### config.mk
export PLATFORM = sky130hd
export DESIGN_NAME = cpu_ram_port_arbiter
export DESIGN_NICKNAME = d
export VERILOG_FILES = /design/src/rtl/cpu_ram_port_arbiter.sv
export SDC_FILE = /design/constraint.sdc
export NUM_CORES = 1
export LEC_CHECK = 0
export ABC_AREA = 1
export CAP_MARGIN = 20
export CORE_MARGIN = 4
export CORE_UTILIZATION = 37
export CTS_CLUSTER_SIZE = 40
export DETAILED_ROUTE_END_ITERATION = 8
export HOLD_SLACK_MARGIN = 0.12
export PLACE_DENSITY_LB_ADDON = 0.12
export SYNTH_ARGS = -nofsm -noshare
export SYNTH_HDL_FRONTEND = slang
export SYNTH_SLANG_ARGS = --single-unit
### constraint.sdc
create_clock -name clk -period 1.41 [get_ports clk]
set_input_delay 0.3525 -clock clk [delete_from_list [all_inputs] [get_ports clk]]
set_output_delay 0.3525 -clock clk [all_outputs]
set_load 0.03 [all_outputs]
### src/rtl/cpu_ram_port_arbiter.sv
// cpu_ram_port_arbiter
// Shares the single read/write port of the 32-bit CPU RAM between the CPU bus
// and the flash DMA write stream (vdp_clk domain). Every RAM command is
// registered, and a CPU access completes with cpu_ready two cycles after its grant.
// Optional feature: define CPU_RAM_ARBITER_FAIRNESS_EN to cap consecutive DMA
// grants at MAX_DMA_BURST while the CPU waits. Without it, DMA has strict priority.
module cpu_ram_port_arbiter #(
  parameter int ADDR_BITS     = 15,
  parameter int MAX_DMA_BURST = 8
) (
  input  logic                 clk,
  input  logic                 reset,
  input  logic                 cpu_req,
  input  logic [ADDR_BITS-1:0] cpu_address,
  input  logic [3:0]           cpu_wstrb,
  input  logic [31:0]          cpu_write_data,
  output logic                 cpu_ready,
  output logic [31:0]          cpu_read_data,
  input  logic                 dma_req,
  input  logic [ADDR_BITS-1:0] dma_address,
  input  logic [3:0]           dma_wstrb,
  input  logic [31:0]          dma_write_data,
  output logic                 dma_ack,
  output logic                 ram_cs,
  output logic [ADDR_BITS-1:0] ram_address,
  output logic [3:0]           ram_wstrb,
  output logic [31:0]          ram_write_data,
  input  logic [31:0]          ram_read_data
);

  // state | meaning
  // IDLE  | no CPU access outstanding, CPU may be granted
  // CMD   | CPU command is on the RAM port
  // RESP  | RAM returns data for the CPU command, cpu_ready pulses
  typedef enum logic [1:0] {
    ST_IDLE = 2'd0,
    ST_CMD  = 2'd1,
    ST_RESP = 2'd2
  } cpu_state_t;

  cpu_state_t state, state_nxt;
  logic       cpu_busy;
  logic       cpu_eligible;
  logic       cpu_win;
  logic       dma_win;

  // CPU access tracker state register
  always_ff @(posedge clk) begin
    if (reset) state <= ST_IDLE;
    else       state <= state_nxt;
  end

  // CPU access tracker next state: a grant walks the access through CMD and RESP
  always_comb begin
    state_nxt = state;
    case (state)
      ST_IDLE: if (cpu_win) state_nxt = ST_CMD;
      ST_CMD:  state_nxt = ST_RESP;
      ST_RESP: state_nxt = ST_IDLE;
      default: state_nxt = ST_IDLE;
    endcase
  end

  // CPU-side outputs decoded from the tracker state; busy covers the ready cycle too
  always_comb begin
    cpu_busy      = (state != ST_IDLE);
    cpu_ready     = (state == ST_RESP);
    cpu_read_data = cpu_ready ? ram_read_data : 32'h0;
  end

  // No grants are made while reset is asserted, so the DMA source never
  // advances on a command that reset would throw away.
  assign cpu_eligible = cpu_req && !cpu_busy && !reset;

`ifdef CPU_RAM_ARBITER_FAIRNESS_EN
  localparam logic [7:0] BURST_LIMIT = 8'(MAX_DMA_BURST);

  logic [7:0] burst_cnt;

  assign cpu_win = cpu_eligible && (!dma_req || (burst_cnt == BURST_LIMIT));

  // Count DMA grants made while the CPU waits; any CPU grant or idle CPU restarts the run
  always_ff @(posedge clk) begin
    if (reset || cpu_win || !cpu_eligible) begin
      burst_cnt <= 8'd0;
    end else if (dma_win && (burst_cnt != BURST_LIMIT)) begin
      burst_cnt <= burst_cnt + 8'd1;
    end
  end
`else
  // The burst limit only matters with fairness built in.
  logic unused_max_dma_burst;
  assign unused_max_dma_burst = ^8'(MAX_DMA_BURST);

  assign cpu_win = cpu_eligible && !dma_req;
`endif

  assign dma_win = dma_req && !cpu_win && !reset;
  assign dma_ack = dma_win;

  // RAM command register: load the slot winner, otherwise idle the port and hold address/data
  always_ff @(posedge clk) begin
    if (reset) begin
      ram_cs         <= 1'b0;
      ram_address    <= '0;
      ram_wstrb      <= 4'h0;
      ram_write_data <= 32'h0;
    end else if (cpu_win) begin
      ram_cs         <= 1'b1;
      ram_address    <= cpu_address;
      ram_wstrb      <= cpu_wstrb;
      ram_write_data <= cpu_write_data;
    end else if (dma_win) begin
      ram_cs         <= 1'b1;
      ram_address    <= dma_address;
      ram_wstrb      <= dma_wstrb;
      ram_write_data <= dma_write_data;
    end else begin
      ram_cs         <= 1'b0;
      ram_wstrb      <= 4'h0;
    end
  end

endmodule

==> metrics.yaml, run 1 <==
status:
  run_status: "finished with violations"
  failed_checks: "setup timing"
cts:
  clk_latency_ns: 0.30
  cts_tree: "built"
  clock_tree.root_cell: "clkbuf_8"
  cts_made_buffers: 5
  cts_num_sinks: 54
  clock_tree.buffer_depth: 2
  clk_pin_slew_worst_paths_ns: 0.09
  clock_tree.htree_level_count: 2
detailed_routing:
  detail_route.vias_per_cell: 4.939
  ant_nets: 0
  drcViolationCount: 0
  drt_pass1_iterations: 4
  via_total_after_detailed_routing: 4188
  wl_per_cell_um: 15.44
  drt-initial-drc-count: 135
  route.final.wire_length_mm: 13.10
yosys:
  leading_cell_type_by_number_of_instances_after_synthesis: "nand2_1"
  synth_cells: 517
  synth.largest_area_cell: "dfxtp_1"
  yosys_most_used_dff: "dfxtp_1"
  synth-warning-count: 0
  synth_enable_flop_cells: 0
  synth_area_um2: 3386
  leading_cell_types_by_total_area_after_synthesis: "dfxtp_1 (32%), nand2_1 (17%), nand3_2 (12%)"
  synth_area_per_cell_um2: 6.549
  yosysSeqAreaShare: 0.3193
  synth.distinct_cells: 17
  synth.ff_latch_count: 54
  synth_async_sr_flop_share: 0
  synth_top_cells_by_count: "nand2_1 (155), inv_1 (81), dfxtp_1 (54)"
  synth.net_count: 655
  yosys.area.top_type_share: 0.3193
timing:
  maxSlewHeadroom: 0.7659
  finalClockSkew_ns: 0.01024
  finalSetupViolCount: 32
  timing.final.crit_period_ns: 1.652
  report.final.hold_viol_count: 0
  drv_slew: 0
  rsz_0062_raised_after_global_routing: "true"
  max_freq_mhz: 605.5
  hold_slack_ns: 0.4803
  fin_tns_setup_ns: -6.564
  worst_pin_slew_ns: 0.3512
  fin_ws_ns: -0.2416
  timing.final.crit_share: 1.171
grt:
  groute.usage.overall: 0.2194
  maximum_number_of_pins_on_one_net_before_global_route_repair: 43
  wire_length_of_the_first_global_routing_pass_mm: 19.84
  first_global_vias: 4034
  grt_antenna_before_repair: 0
  grt_remaining_overflow: 0
layout:
  drive_gt1_frac: 0.3176
  postLayoutCoreUtil: 0.7444
  antennaDiodeCount: 0
  area_growth_syn_to_layout_pct: 93.61
  design.final.nets: 877
  final.fill_count: 680
  stdcell_area_um2: 6555
flow_run:
  maxCapViolCount: 0
pwr:
  vdd_ir_drop_max_v: 0.0004150
  power.static_leakage_nw: 3.007
  cellPowerDensity_nw_per_um2: 645.5
floorplan:
  floorplan.core_area_um2: 8806
  die_area_um2: 10750
  floorplan.initialDensity: 0.3845
  num_io_pins: 224
  core.rowCount: 34
  die_height_um: 103.7
  fp.dieW_um: 103.7
setup_path:
  timing.critical_path.slowest_cell_delay_ns: 0.34
  setup.worst_path.start_class: "flip-flop"
  timing.critical_path.cells: "inv_2 > nor2_4 > inv_4 > buf_12 > nor2_4 > buf_6"
  ff2ff_setup_slack_ns: 0.04
  worstPathArrival_ns: 1.30
  max_fanout_on_critical_path: 14
  setup.worst_path.class: "flip-flop to output pin"
  worst_path_most_repeated_cell: "nor2_4"
  required_time_reported_for_the_critical_path_endpoint_ns: 1.06
  critPathCaptureType: "output pin"
  worst_path_max_delay_cell: "dfxtp_2"
place:
  place.detailed.hpwl_mm: 9.374
  portbufs: 223
  placedInstanceArea_um2: 6105
  final_replace_weighted_congestion: 0.8175
  pre_cts_ws_ns: -0.4123
worst_hold_path:
  min-delay-path-class: "flip-flop to flip-flop"
## state kept, by name, summed over array words and instances (netlist names)
signal          cells
state               2
ram_address        15
ram_write_data     32
ram_wstrb           4
ram_cs              1
## final cells by class
cell class,count,area (um2),share of cell area
Timing Repair Buffer,258,2865,0.4371
Multi-Input combinational cell,335,2053,0.3132
Sequential cell,54,1086,0.1657
Inverter,85,324.1,0.04944
Tap cell,108,135.1,0.02061
Clock buffer,7,86.33,0.01317
Clock inverter,1,5.005,0.0007635
## placed cells by master (no fill, tap or decap), types with 19 or more instances in the layout
cell type / instances
buf_6: 37
nand2_1: 147
a21oi_2: 19
nor2_4: 34
inv_1: 80
nand3_2: 39
buf_4: 25
dfxtp_1: 52
clkdlybuf4s50_1: 134
nand4_1: 47
buf_12: 27
a21oi_1: 28
## routing by layer
metal	global-route usage	up-vias	routed length, um
li1	-	2065	-
met1	0.2452	1957	5169
met2	0.4121	154	6907
met3	0.06281	12	883
met4	0.04653	0	135
met5	0	-	0
## timing repair
action | in CTS | in global routing
resized for setup | 91 | 47
buffers inserted | 1 | 5
pin swaps | 1 | 5
gates cloned | 1 | 5
setup endpoints to repair | 105 | 83
hold buffers | 0 | 0
## metrics by stage
stage,power [W],cells
after floorplan,0.002484,517
after global placement,0.003298,829
after detailed placement,0.003325,829
after CTS,0.004215,839
after global routing,0.004461,848
final,0.004232,848
## final timing paths
check / startpoint / end / cells past startpoint
max: state[1] / cpu_read_data[21] / 6
min reg2reg: ram_write_data[12] / ram_write_data[12] / 2
min: ram_write_data[12] / ram_write_data[12] / 2
max reg2reg: state[0] / ram_write_data[21] / 8
## kinds of logic after synthesis
| kind of cell | after synthesis | synth area share |
|---|---|---|
| AO/OA/AOI/OAI | 47 | 0.07945 |
| AND/OR/NAND/NOR | 288 | 0.4324 |
| buffers and inverters | 128 | 0.1689 |
| flip-flops | 54 | 0.3193 |
## worst max-delay path, delay by kind of cell (launching register included)
| family | cells | cell delay [ns] |
|---|---|---|
| buf+inv | 4 | 0.43 |
| flops | 1 | 0.34 |
| simple gates | 2 | 0.25 |
## where the power goes
part / total [W] / switching, W / internal [W]
Sequential: 0.00172 / 0.0000872 / 0.00163
Combinational: 0.00164 / 0.000803 / 0.000833
Clock: 0.000877 / 0.000479 / 0.000398
Total: 0.00423 / 0.00137 / 0.00286
(Power assumes the default switching activity.)
==> inputs of run 2 (changes only) <==
--- a/config.mk
+++ b/config.mk
@@ -16,3 +16,4 @@
 export SYNTH_ARGS = -nofsm -noshare
 export SYNTH_HDL_FRONTEND = slang
 export SYNTH_SLANG_ARGS = --single-unit
+export TNS_END_PERCENT = 1
==> metrics.yaml, run 2 (synthesis results as in run 1) <==
status:
  run_status: "finished with violations"  # unchanged
  failed_checks: "setup timing"  # unchanged
worst_hold_path:
  timing.hold.worst.start: "ram_write_data[0]"  # was ram_write_data[12]
  min-delay-path-class: "flip-flop to flip-flop"  # unchanged
  worst_hold_path.num_cells: 2  # unchanged
  whs_endpoint: "ram_write_data[0]"  # was ram_write_data[12]
detailed_routing:
  route.final.wire_length_mm: 12.87  # was 13.10 mm
  ant_nets: 0  # unchanged
  via_total_after_detailed_routing: 4109  # was 4,188
  drcViolationCount: 0  # unchanged
  wl_per_cell_um: 15.29  # was 15.44 um
  detail_route.vias_per_cell: 4.880  # was 4.939
  drt_pass1_iterations: 4  # unchanged
  drt-initial-drc-count: 152  # was 135
pwr:
  comb_power_share: 0.384  # was 0.386
  cellInternalPower_w: 0.002822  # was 0.002862 W
  vdd_ir_drop_max_v: 0.0005561  # was 0.0004150 V
  power.static_leakage_nw: 2.958  # was 3.007 nW
  cellPowerDensity_nw_per_um2: 650.9  # was 645.5 nW/um2
  clock_power_share: 0.205  # was 0.207
  sw_frac_of_total: 0.3259  # was 0.3235
  share_of_total_power_in_sequential_cells: 0.411  # was 0.406
  power.total_w: 0.004187  # was 0.004232 W
  p_sw_w: 0.001365  # was 0.001369 W
timing:
  fin_tns_setup_ns: -7.186  # was -6.564 ns
  timing.final.crit_share: 1.172  # was 1.171
  fin_ws_ns: -0.2418  # was -0.2416 ns
  hold_slack_ns: 0.4830  # was 0.4803 ns
  max_freq_mhz: 605.4  # was 605.5 MHz
  worst_pin_slew_ns: 0.4685  # was 0.3512 ns
  rsz_0062_raised_after_global_routing: "true"  # unchanged
  finalClockSkew_ns: 0.002307  # was 0.01024 ns
  timing.final.crit_period_ns: 1.652  # about the same
  finalSetupViolCount: 33  # was 32
  drv_slew: 0  # unchanged
  report.final.hold_viol_count: 0  # unchanged
  maxSlewHeadroom: 0.6877  # was 0.7659
floorplan:
  die_height_um: 103.7  # unchanged
  die_area_um2: 10750  # unchanged
  floorplan.core_area_um2: 8806  # unchanged
  num_io_pins: 224  # unchanged
  fp.dieW_um: 103.7  # unchanged
  core.rowCount: 34  # unchanged
  floorplan.initialDensity: 0.3845  # unchanged
cts:
  clk_pin_slew_worst_paths_ns: 0.09  # about the same
  clock_tree.buffer_depth: 2  # unchanged
  cts_made_buffers: 5  # unchanged
  post_cts_hold_buffer_count: 0  # unchanged
  clk_latency_ns: 0.29  # was 0.30 ns
  cts_tree: "built"  # unchanged
  clock_tree.htree_level_count: 2  # unchanged
  cts_num_sinks: 54  # unchanged
  clock_tree.root_cell: "clkbuf_8"  # unchanged
layout:
  layout.cells.most_common: "nand2_1"  # unchanged
  largest-register: "ram_write_data"  # unchanged
  drive_gt1_frac: 0.3215  # was 0.3176
  flip_flop_count_of_the_largest_register_after_layout: 32  # unchanged
  final-instance-count-excl-fill: 842  # was 848
  area_used_by_multi_input_combinational_logic_um2: 2072  # was 2053 um2
  layout.area.seq_um2: 1084  # was 1086 um2
  final_cell_mix: "nand2_1 (146), clkdlybuf4s50_1 (134), inv_1 (80)"  # was nand2_1 (147), clkdlybuf4s50_1 (134), inv_1 (80)
  area_growth_syn_to_layout_pct: 89.99  # was 93.61%
  reg_top3: "ram_write_data: 32 flops, ram_address: 15 flops, ram_wstrb: 4 flops"  # unchanged
  design.final.nets: 873  # was 877
  antennaDiodeCount: 0  # unchanged
  final.fill_count: 685  # was 680
grt:
  maximum_number_of_pins_on_one_net_before_global_route_repair: 35  # was 43
  groute.usage.overall: 0.2299  # was 0.2194
  grt_remaining_overflow: 0  # unchanged
  first_global_vias: 4094  # was 4,034
  wire_length_of_the_first_global_routing_pass_mm: 20.61  # was 19.84 mm
  grt_antenna_before_repair: 0  # unchanged
place:
  place.detailed.hpwl_mm: 9.885  # was 9.374 mm
  portbufs: 223  # unchanged
  place_inst: 834  # was 829
  final_replace_weighted_congestion: 0.8144  # was 0.8175
  pre_cts_ws_ns: -0.3314  # was -0.4123 ns
setup_path:
  setup.worst_path.start_class: "flip-flop"  # unchanged
  critPathCaptureType: "output pin"  # unchanged
  worstPathArrival_ns: 1.30  # about the same
  timing.reg2reg.worst_path_depth: 7  # was 8
  ff2ff_setup_slack_ns: 0.07  # was 0.04 ns
  regToRegStartpoint: "state[1]"  # was state[0]
  rr_endpoint: "ram_write_data[11]"  # was ram_write_data[21]
  setup.worst_path.class: "flip-flop to output pin"  # unchanged
  max_fanout_on_critical_path: 10  # was 14
  beginning_of_the_critical_path: "state[1]"  # unchanged
  required_time_reported_for_the_critical_path_endpoint_ns: 1.06  # about the same
flow_run:
  maxCapViolCount: 0  # unchanged
[run 2: cell types whose count changed in the layout (fill, tap and decap cells not counted), moves of 3 or more]
cell	change
a21oi_1	-5
buf_4	+7
buf_6	-5
clkbuf_2	+5
clkbuf_16	-3
clkdlybuf4s15_2	-6
a21oi_2	+5
[run 2: critical path: stages, from the launching register on]
cell     delay [ns]
dfxtp_2        0.35
inv_2          0.05
nor2_4         0.13
inv_6          0.08
buf_12         0.17
nor2_4         0.09
buf_6          0.13
[run 2: repair_timing]
item,CTS,global route
gates resized for setup,85,46
pin swaps,2,2
hold endpoints to repair,0,0
setup buffers,0,0
endpoints found under the setup margin,59,94
cloned,1,1
[run 2: worst max path at each step]
stage,endpoint,slack [ns],cells after the start
finish,cpu_read_data[29],-0.24,6
global placement,ram_address[11],-0.28,7
detailed placement,ram_write_data[14],-0.33,7
CTS,cpu_read_data[31],-0.27,6
floorplan,cpu_read_data[10],-0.09,5
global route,cpu_read_data[31],-0.30,6
[run 2: stage by stage]
stage                     utilization  cell area (um2)
after detailed placement       0.6991             6156
after CTS                      0.7273             6405
after floorplan                     -             3649
after global placement         0.6991             6156
final                          0.7305             6432
after global routing           0.7305             6432
[run 2: power groups by stage]
stage	Clock, W	Sequential [W]	Combinational (W)
2_1_floorplan	0	0.00194	0.000539
3_3_place_gp	0	0.00175	0.00157
3_5_place_dp	0	0.00176	0.00159
4_1_cts	0.000884	0.00172	0.00159
5_1_grt	0.000946	0.00174	0.00172
6_report	0.000858	0.00172	0.00161
[run 2: cell type report]
class	count	area share
Multi-Input combinational cell	335	0.3221
Inverter	85	0.05077
Clock buffer	6	0.01284
Tap cell	108	0.02101
Timing Repair Buffer	254	0.4248
Sequential cell	54	0.1684
[run 2: per-layer routing]
| layer | wire, um | GRT usage |
|---|---|---|
| met1 | 4988 | 0.2534 |
| met2 | 6812 | 0.4439 |
| met4 | 197 | 0.05508 |
| met3 | 875 | 0.05100 |
| met5 | 0 | 0 |
